==> config.mk <==
export PLATFORM = sky130hd
export DESIGN_NAME = game_move_arbiter_flat
export DESIGN_NICKNAME = d
export VERILOG_FILES = /design/src/rtl/game_move_arbiter_if.sv /design/src/rtl/game_move_arbiter.sv /design/src/flat_wrapper.sv
export SDC_FILE = /design/constraint.sdc
export NUM_CORES = 1
export LEC_CHECK = 0
export BUFFER_PORTS_ARGS = -buffer_cell sky130_fd_sc_hd__buf_4
export CAP_MARGIN = 20
export CORE_UTILIZATION = 50
export DETAILED_ROUTE_END_ITERATION = 8
export GPL_ROUTABILITY_DRIVEN = 1
export PLACE_DENSITY = 0.73
export SYNTH_ARGS = -nofsm -noshare
export SYNTH_HDL_FRONTEND = slang
export SYNTH_SLANG_ARGS = --single-unit
==> constraint.sdc <==
create_clock -name clock -period 1.9 [get_ports clock]
set_input_delay 0.38 -clock clock [delete_from_list [all_inputs] [get_ports clock]]
set_output_delay 0.38 -clock clock [all_outputs]
set_load 0.02 [all_outputs]
==> src/rtl/game_move_arbiter_if.sv <==
// Move-arbiter bundle: the two requester handshakes, the one-hot move pulses
// towards the game FSM, the game's end flags and the status outputs.
//   slave  : the arbiter side (takes requests/flags, drives readies, pulses, status)
//   master : the environment side (requesters, game model, observers)
interface game_move_arbiter_if #(
    parameter int unsigned COUNT_W = 8
);
    logic               p0_valid;
    logic [1:0]         p0_dir;
    logic               p0_ready;
    logic               p1_valid;
    logic [1:0]         p1_dir;
    logic               p1_ready;
    logic               n;
    logic               s;
    logic               e;
    logic               w;
    logic               game_d;
    logic               game_win;
    logic               game_over;
    logic [1:0]         result;
    logic [COUNT_W-1:0] move_count;
    logic               last_player;

    modport slave (
        input  p0_valid, p0_dir, p1_valid, p1_dir, game_d, game_win,
        output p0_ready, p1_ready, n, s, e, w,
               game_over, result, move_count, last_player
    );

    modport master (
        output p0_valid, p0_dir, p1_valid, p1_dir, game_d, game_win,
        input  p0_ready, p1_ready, n, s, e, w,
               game_over, result, move_count, last_player
    );
endinterface

==> src/rtl/game_move_arbiter.sv <==
// Round-robin arbiter that feeds two players' moves into the game FSM as
// one-cycle one-hot n/s/e/w pulses, spaced by a settle window, and freezes
// once the game reports dead/win or the move budget is used up.
// Ports:
//   clock : system clock, all state on posedge
//   R     : synchronous active-high reset
//   bus   : game_move_arbiter_if.slave (handshakes, move pulses, end flags, status)
module game_move_arbiter #(
    parameter int unsigned SETTLE_CYC = 2,
    parameter int unsigned MAX_MOVES  = 64,
    parameter int unsigned COUNT_W    = 8
) (
    input  logic               clock,
    input  logic               R,
    game_move_arbiter_if.slave bus
);

    localparam int unsigned SETTLE_W = $clog2(SETTLE_CYC + 1);

    localparam logic [1:0] RES_NONE    = 2'b00;
    localparam logic [1:0] RES_WIN     = 2'b01;
    localparam logic [1:0] RES_DEAD    = 2'b10;
    localparam logic [1:0] RES_TIMEOUT = 2'b11;

    typedef enum logic [1:0] {
        S_IDLE,
        S_ISSUE,
        S_SETTLE,
        S_DONE
    } state_e;

    state_e              state_q, state_d;
    logic                rr_q, rr_d;            // 0: p0 favoured, 1: p1 favoured
    logic [3:0]          pulse_q, pulse_d;      // bit index = direction code
    logic [SETTLE_W-1:0] settle_q, settle_d;
    logic [COUNT_W-1:0]  move_count_q, move_count_d;
    logic                last_q, last_d;
    logic [1:0]          result_q, result_d;
    logic                over_q, over_d;

    logic       end_flag_c;
    logic [1:0] end_res_c;
    logic       arb_ok_c;
    logic       grant0_c;
    logic       grant1_c;

    // Dead outranks win when both are raised together.
    assign end_flag_c = bus.game_d | bus.game_win;
    assign end_res_c  = bus.game_d ? RES_DEAD : RES_WIN;

    // Grants only in IDLE, never during reset, and withheld when the game is ending.
    assign arb_ok_c = (state_q == S_IDLE) && !R && !end_flag_c;
    assign grant0_c = arb_ok_c && bus.p0_valid && (!bus.p1_valid || !rr_q);
    assign grant1_c = arb_ok_c && bus.p1_valid && (!bus.p0_valid || rr_q);

    // State register.
    always_ff @(posedge clock) begin
        if (R) begin
            state_q      <= S_IDLE;
            rr_q         <= 1'b0;
            pulse_q      <= '0;
            settle_q     <= '0;
            move_count_q <= '0;
            last_q       <= 1'b0;
            result_q     <= RES_NONE;
            over_q       <= 1'b0;
        end else begin
            state_q      <= state_d;
            rr_q         <= rr_d;
            pulse_q      <= pulse_d;
            settle_q     <= settle_d;
            move_count_q <= move_count_d;
            last_q       <= last_d;
            result_q     <= result_d;
            over_q       <= over_d;
        end
    end

    // Next-state logic.
    always_comb begin
        state_d      = state_q;
        rr_d         = rr_q;
        pulse_d      = '0;
        settle_d     = settle_q;
        move_count_d = move_count_q;
        last_d       = last_q;
        result_d     = result_q;
        over_d       = over_q;

        unique case (state_q)
            S_IDLE: begin
                if (end_flag_c) begin
                    state_d  = S_DONE;
                    over_d   = 1'b1;
                    result_d = end_res_c;
                end else if (grant0_c || grant1_c) begin
                    // The pulse register doubles as the latched direction.
                    pulse_d = 4'(4'b0001 << (grant1_c ? bus.p1_dir : bus.p0_dir));
                    last_d  = grant1_c;
                    rr_d    = grant0_c;
                    state_d = S_ISSUE;
                end
            end

            S_ISSUE: begin
                // The pulse is already on the wire, so it counts even if the game ends now.
                if (move_count_q != {COUNT_W{1'b1}}) begin
                    move_count_d = move_count_q + COUNT_W'(1);
                end
                settle_d = SETTLE_W'(SETTLE_CYC);
                if (end_flag_c) begin
                    state_d  = S_DONE;
                    over_d   = 1'b1;
                    result_d = end_res_c;
                end else begin
                    state_d = S_SETTLE;
                end
            end

            S_SETTLE: begin
                if (end_flag_c) begin
                    state_d  = S_DONE;
                    over_d   = 1'b1;
                    result_d = end_res_c;
                end else if (settle_q == SETTLE_W'(1)) begin
                    if (move_count_q == COUNT_W'(MAX_MOVES)) begin
                        state_d  = S_DONE;
                        over_d   = 1'b1;
                        result_d = RES_TIMEOUT;
                    end else begin
                        state_d = S_IDLE;
                    end
                end else begin
                    settle_d = settle_q - SETTLE_W'(1);
                end
            end

            S_DONE: begin
                state_d = S_DONE;
            end

            default: begin
                state_d = S_IDLE;
            end
        endcase
    end

    assign bus.p0_ready    = grant0_c;
    assign bus.p1_ready    = grant1_c;
    assign bus.n           = pulse_q[0];
    assign bus.s           = pulse_q[1];
    assign bus.e           = pulse_q[2];
    assign bus.w           = pulse_q[3];
    assign bus.game_over   = over_q;
    assign bus.result      = result_q;
    assign bus.move_count  = move_count_q;
    assign bus.last_player = last_q;

endmodule
==> src/flat_wrapper.sv <==
// flat-port wrapper written by rule: the top's interface ports become plain ports
module game_move_arbiter_flat 
#(
    parameter int unsigned SETTLE_CYC = 2,
    parameter int unsigned MAX_MOVES  = 64,
    parameter int unsigned COUNT_W    = 8
)
  (clock, R, bus_p0_valid, bus_p0_dir, bus_p1_valid, bus_p1_dir, bus_game_d, bus_game_win, bus_p0_ready, bus_p1_ready, bus_n, bus_s, bus_e, bus_w, bus_game_over, bus_result, bus_move_count, bus_last_player);
  game_move_arbiter_if #(.COUNT_W(COUNT_W)) bus_i ();
  input  logic clock;
  input  logic R;
  input wire logic [$bits(bus_i.p0_valid)-1:0] bus_p0_valid;
  input wire logic [$bits(bus_i.p0_dir)-1:0] bus_p0_dir;
  input wire logic [$bits(bus_i.p1_valid)-1:0] bus_p1_valid;
  input wire logic [$bits(bus_i.p1_dir)-1:0] bus_p1_dir;
  input wire logic [$bits(bus_i.game_d)-1:0] bus_game_d;
  input wire logic [$bits(bus_i.game_win)-1:0] bus_game_win;
  output wire logic [$bits(bus_i.p0_ready)-1:0] bus_p0_ready;
  output wire logic [$bits(bus_i.p1_ready)-1:0] bus_p1_ready;
  output wire logic [$bits(bus_i.n)-1:0] bus_n;
  output wire logic [$bits(bus_i.s)-1:0] bus_s;
  output wire logic [$bits(bus_i.e)-1:0] bus_e;
  output wire logic [$bits(bus_i.w)-1:0] bus_w;
  output wire logic [$bits(bus_i.game_over)-1:0] bus_game_over;
  output wire logic [$bits(bus_i.result)-1:0] bus_result;
  output wire logic [$bits(bus_i.move_count)-1:0] bus_move_count;
  output wire logic [$bits(bus_i.last_player)-1:0] bus_last_player;
  assign bus_i.p0_valid = bus_p0_valid;
  assign bus_i.p0_dir = bus_p0_dir;
  assign bus_i.p1_valid = bus_p1_valid;
  assign bus_i.p1_dir = bus_p1_dir;
  assign bus_i.game_d = bus_game_d;
  assign bus_i.game_win = bus_game_win;
  assign bus_p0_ready = bus_i.p0_ready;
  assign bus_p1_ready = bus_i.p1_ready;
  assign bus_n = bus_i.n;
  assign bus_s = bus_i.s;
  assign bus_e = bus_i.e;
  assign bus_w = bus_i.w;
  assign bus_game_over = bus_i.game_over;
  assign bus_result = bus_i.result;
  assign bus_move_count = bus_i.move_count;
  assign bus_last_player = bus_i.last_player;
  game_move_arbiter #(.SETTLE_CYC(SETTLE_CYC), .MAX_MOVES(MAX_MOVES), .COUNT_W(COUNT_W)) u_core (.clock(clock), .R(R), .bus(bus_i));
endmodule
# == Word-level counts from Yosys, hierarchy flattened ==
# Index checks and enable logic that the tools add are counted.
# op_classes
bitwise_logic,4
shifts,1
eq_ne,12
n_mux,22
addsub,2
n_reduce_logical,24
# op_table
op,n
2-bit 2-to-1 mux,13
8-bit by 1-bit adder with 8-bit output (second input constant),1
8-bit by 7-bit == test with 1-bit output (second input constant),1
8-bit inequality test (second input constant),1
2-bit one-hot mux with 2 select lines,2
2-bit one-hot mux with 4 select lines,1
1-bit logical AND,6
3-bit by 1-bit inequality test with 1-bit output (second input constant),2
3-bit AND reduction,2
1-bit zero test,5
1-bit 2-to-1 mux,5
2-bit by 1-bit == test with 1-bit output (second input constant),2
2-bit == test (second input constant),2
2-bit inequality test (second input constant),2
2-bit AND reduction,2
4-bit AND reduction,1
2-bit nonzero test,2
4-bit OR reduction,1
1-bit by 2-bit << shifter with 4-bit output (first input constant),1
1-bit logical OR,3
3-bit by 2-bit inequality test with 1-bit output (second input constant),1
1-bit inverter,3
2-bit zero test,1
2-bit by 1-bit inequality test with 1-bit output (second input constant),1
4 further kinds,4
# word_totals
reg_bits,21
output_inout_bits,18
in_bits,10
wordCells,73

# == Longest topological paths before layout ==
# logic_depth
ltp_word,9
mapped_depth,7
mapped_depth_nobuf,6

# == Worst setup path after synthesis ==
# Ideal clock, no wire load.
# synth_path
path_type,reg2out
start,reg u_core.state_q[0]
end,out bus_p0_ready
path_slack_ps,97
path_stages_with_launch,6
t_required_ps,1520
path_buffers,0
arrival_time_ps,1423
cell_sequence,dfxtp_1 > inv_1 > ha_1 > nor4b_2 > nand2_1 > a21oi_1
# synth_between
elab_chain_len,5
# synth_lines
element,line,text
start: declaration,game_move_arbiter.sv:32,"state_e state_q, state_d;"
start signal: assignment,game_move_arbiter.sv:68,state_q <= state_d;
2-bit zero test,game_move_arbiter.sv:52,assign arb_ok_c = (state_q == S_IDLE) && !R && !end_flag_c;
1-bit logical AND (2 in series),game_move_arbiter.sv:52,
1-bit logical AND (2 in series),game_move_arbiter.sv:53,assign grant0_c = arb_ok_c && bus.p0_valid && (!bus.p1_valid || !rr_q);
end: declaration,flat_wrapper.sv:18,output wire logic [$bits(bus_i.p0_ready)-1:0] bus_p0_ready;
# No other way between the ends.

# == Final worst setup path ==
# Same ends and word-level chain as after synthesis.

==> flow_summary.json <==
{
  "placed_cell_area_um2": 1420,
  "leakagePower_nw": 0.696,
  "fp.dieH_um": 49.6,
  "cts_tree": "built",
  "root_buffer": "clkbuf_4",
  "hold_buffers": 0,
  "cp.required_ns": 1.52,
  "rsz0062_at_grt": "yes",
  "fin_skew_ns": 0.00139,
  "crit_fanout": 3,
  "p_int_uw": 909,
  "critPathTopFamily": "simple AND/OR/NAND/NOR gates",
  "power_mw": 1.47,
  "worstHoldEndpoint": "u_core.bus.result[0]$_SDFFE_PP0P_",
  "drtIter0Drc": 27,
  "rr_endpoint": "u_core.bus.result[1]$_SDFFE_PP0P_",
  "critPathSlowestCell": "dfxtp_4",
  "ant_nets": 0,
  "fill_cells": 164,
  "first_pass_iters": 4,
  "grt_max_degree": 16,
  "cts_buffers": 3,
  "violations": "negative setup slack",
  "hold_class": "in -> reg",
  "clkTransAtPathRegs_ns": 0.12,
  "status": "finished with violations",
  "post-place-cells": 194,
  "finalNetCount": 198,
  "synth_top_area_cell": "dfxtp_1",
  "final_util_pct": 75.8,
  "pwr-share-comb_pct": 46.7,
  "hold_path_depth": 2,
  "start_kind": "flop",
  "timing.final.ws_setup_ns": -0.0244,
  "multiInputGateArea_um2": 677,
  "synth_area_leaders": "dfxtp_1 37%, ha_1 8.8%, inv_1 5.3%, nor2_1 5.0%, a21oi_1 4.0%",
  "min_period_ns": 1.92,
  "worstRegToRegCells": 6,
  "clk_latency_ns": 0.30,
  "peakVddDrop_mv": 0.726,
  "max_freq_ghz": 0.520,
  "synth_ff_type": "dfxtp_1",
  "regToRegStartpoint": "u_core.bus.move_count[0]$_SDFFE_PP0P_",
  "maxSlewViolCount": 0,
  "core_area_um2": 2040,
  "grt_pass1_wl_um": 4560,
  "relSlewSlack_pct": 69.8,
  "syn2layout_area_growth_pct": 36.4,
  "avgSynthCellArea_um2": 8.41,
  "setup_viol": 1,
  "routed_via_density": 5.52,
  "wire_per_inst_um": 13.6,
  "num_rows": 16,
  "hold_start": "bus_game_d",
  "post-dp-hpwl_um": 1950,
  "start_util_pct": 55.6,
  "powerDensity_nw_per_um2": 947,
  "synth.net_count": 153,
  "cts.htree.levels": 1,
  "instances_no_fill": 206,
  "drc": 0,
  "gp_congestion": 0.919,
  "synth_edf_count": 0,
  "yosys_warnings": 0,
  "antenna-diode-count": 0,
  "fin_area_um2": 1550,
  "grt_overflow": 0,
  "ys_seq_area_share_pct": 37.0,
  "synthMostInstantiatedCell": "dfxtp_1",
  "grt_pass1_vias": 1000,
  "routed_wirelength_um": 2790,
  "worstMarginPinSlew_ns": 0.441,
  "hold_violations": 0,
  "die_width_um": 49.6,
  "crit_type": "reg -> out",
  "ioPinCount": 28,
  "path_cells": "inv_4, ha_4, nor4b_4, nand2_1, a21oi_2, buf_4",
  "critPathCaptureType": "output pin",
  "crit_buf_inv": 2,
  "p_seq_share_pct": 38.2,
  "synth_top_area_share_pct": 37.0,
  "clock_path_buffers": 2,
  "ys_ff_latch": 21,
  "dieArea_um2": 2460,
  "p_switching_uw": 556,
  "dp_slack_ns": 0.0755,
  "max_stage_delay_ns": 0.37,
  "switching_share_pct": 37.9,
  "antenna_found_initial": 0,
  "cts.sinks": 21,
  "register_area_um2": 425,
  "fin_crit_sh_pct": 101,
  "cap_violations": 0,
  "worstPathArrival_ns": 1.54,
  "layout-drive-gt1-share_pct": 34.6,
  "netlist_area_um2": 1130,
  "p_clk_share_pct": 15.2,
  "netlist_instances": 135,
  "synth_common_cells": "21 x dfxtp_1, 16 x inv_1, 15 x nor2_1",
  "synth_cell_types": 39,
  "grt_usage_pct": 23.9,
  "async_flop_share_pct": 0,
  "io_buffers": 27,
  "r2r_setup_slack_ns": 0.11,
  "num_vias": 1137
}
[how the worst max path moves through the flow]
stage | end | slack (ns) | cells after the start | startpoint
finish | bus_p0_ready | -0.02 | 6 | u_core.state_q[0]$_SDFFE_PP0P_
CTS | bus_p0_ready | 0.009 | 6 | u_core.state_q[1]$_SDFFE_PP0P_
detailed placement | u_core.state_q[1]$_SDFFE_PP0P_ | 0.08 | 6 | u_core.state_q[0]$_SDFFE_PP0P_
floorplan | bus_p0_ready | 0.1 | 5 | u_core.state_q[0]$_SDFFE_PP0P_
global route | bus_p0_ready | -0.1 | 6 | u_core.state_q[0]$_SDFFE_PP0P_
global placement | u_core.state_q[1]$_SDFFE_PP0P_ | 0.11 | 6 | u_core.state_q[0]$_SDFFE_PP0P_
[logic make-up (layout without fill, tap and decap cells)]
| group | after synthesis | after routing | synth area share, % |
|---|---|---|---|
| muxes | 2 | 2 | 1.76 |
| DFF | 21 | 21 | 37.0 |
| xor gates and xnor gates | 3 | 3 | 2.32 |
| adders and majority gates | 8 | 8 | 8.82 |
| AOI/OAI and AO/OA | 36 | 36 | 22.3 |
| buffers and inverters | 18 | 62 | 5.95 |
| and+or+nand+nor | 47 | 47 | 21.8 |
[power by group through the flow]
stage          clock network [mW]  logic (mW)  registers, mW
6_report                    0.222       0.684          0.559
3_5_place_dp                    0       0.564          0.559
4_1_cts                     0.227       0.637          0.553
5_1_grt                     0.238       0.752          0.570
3_3_place_gp                    0       0.551          0.557
2_1_floorplan                   0       0.332          0.601
[final cells by class]
| class | instances | share of cell area (%) |
|---|---|---|
| Clock inverter | 1 | 0.323 |
| Sequential cell | 21 | 27.5 |
| Clock buffer | 3 | 1.46 |
| Multi-Input combinational cell | 96 | 43.7 |
| Tap cell | 27 | 2.18 |
| Timing Repair Buffer | 42 | 20.6 |
| Inverter | 16 | 4.20 |
[cell usage in the layout (no fill, tap or decap), types with 2 or more instances in the layout]
cell	netlist	final
inv_1	16	13
nand3_1	5	4
clkbuf_4	0	3
o21ai_0	7	7
or2_2	2	2
nor3_1	2	2
nand2_1	8	8
xor2_1	2	2
nand2b_1	2	2
inv_4	0	2
a211oi_1	5	5
o211ai_1	2	2
dfxtp_1	21	19
nor2_1	15	15
nor4_1	2	2
mux2i_1	2	2
buf_4	0	41
and2_1	2	2
ha_1	8	7
a21oi_1	9	8
nand4_1	3	3
[per-layer routing]
metal / vias to the layer above / wire, um / global-route usage [%]
met1: 530 / 1290 / 31.5
met2: 28 / 1380 / 40.5
li1: 573 / - / -
met5: - / 0 / 0
met3: 6 / 97 / 3.40
met4: 0 / 26 / 5.71
[stage by stage]
step	hold slack, ns	TNS [ns]
6_report	0.331	-0.0244
5_1_grt	0.337	-0.115
4_1_cts	0.331	0
3_5_place_dp	0.445	0
3_3_place_gp	0.438	0
2_1_floorplan	0.431	0
[sequential cells by signal (all words and copies together) (netlist names)]
name	flops
u_core.bus.last_player	1
u_core.bus.result	2
u_core.bus.game_over	1
u_core.rr_q	1
u_core.settle_q	2
u_core.pulse_q	4
u_core.state_q	2
u_core.bus.move_count	8
[worst register-to-register path, stage by stage (launching register included)]
cell and delay [ns]:
dfxtp_1 0.37, inv_1 0.10, ha_1 0.18, nand4bb_1 0.14, o21a_1 0.24, a221o_2 0.41, a221oi_2 0.26
[repair_timing]
item | CTS | global route
setup buffers | 3 | 5
resized for setup | 10 | 4
pin swaps | 1 | 3
cloned | 0 | 0
endpoints found under the setup margin | 2 | 2
(Power assumes the default switching activity.)
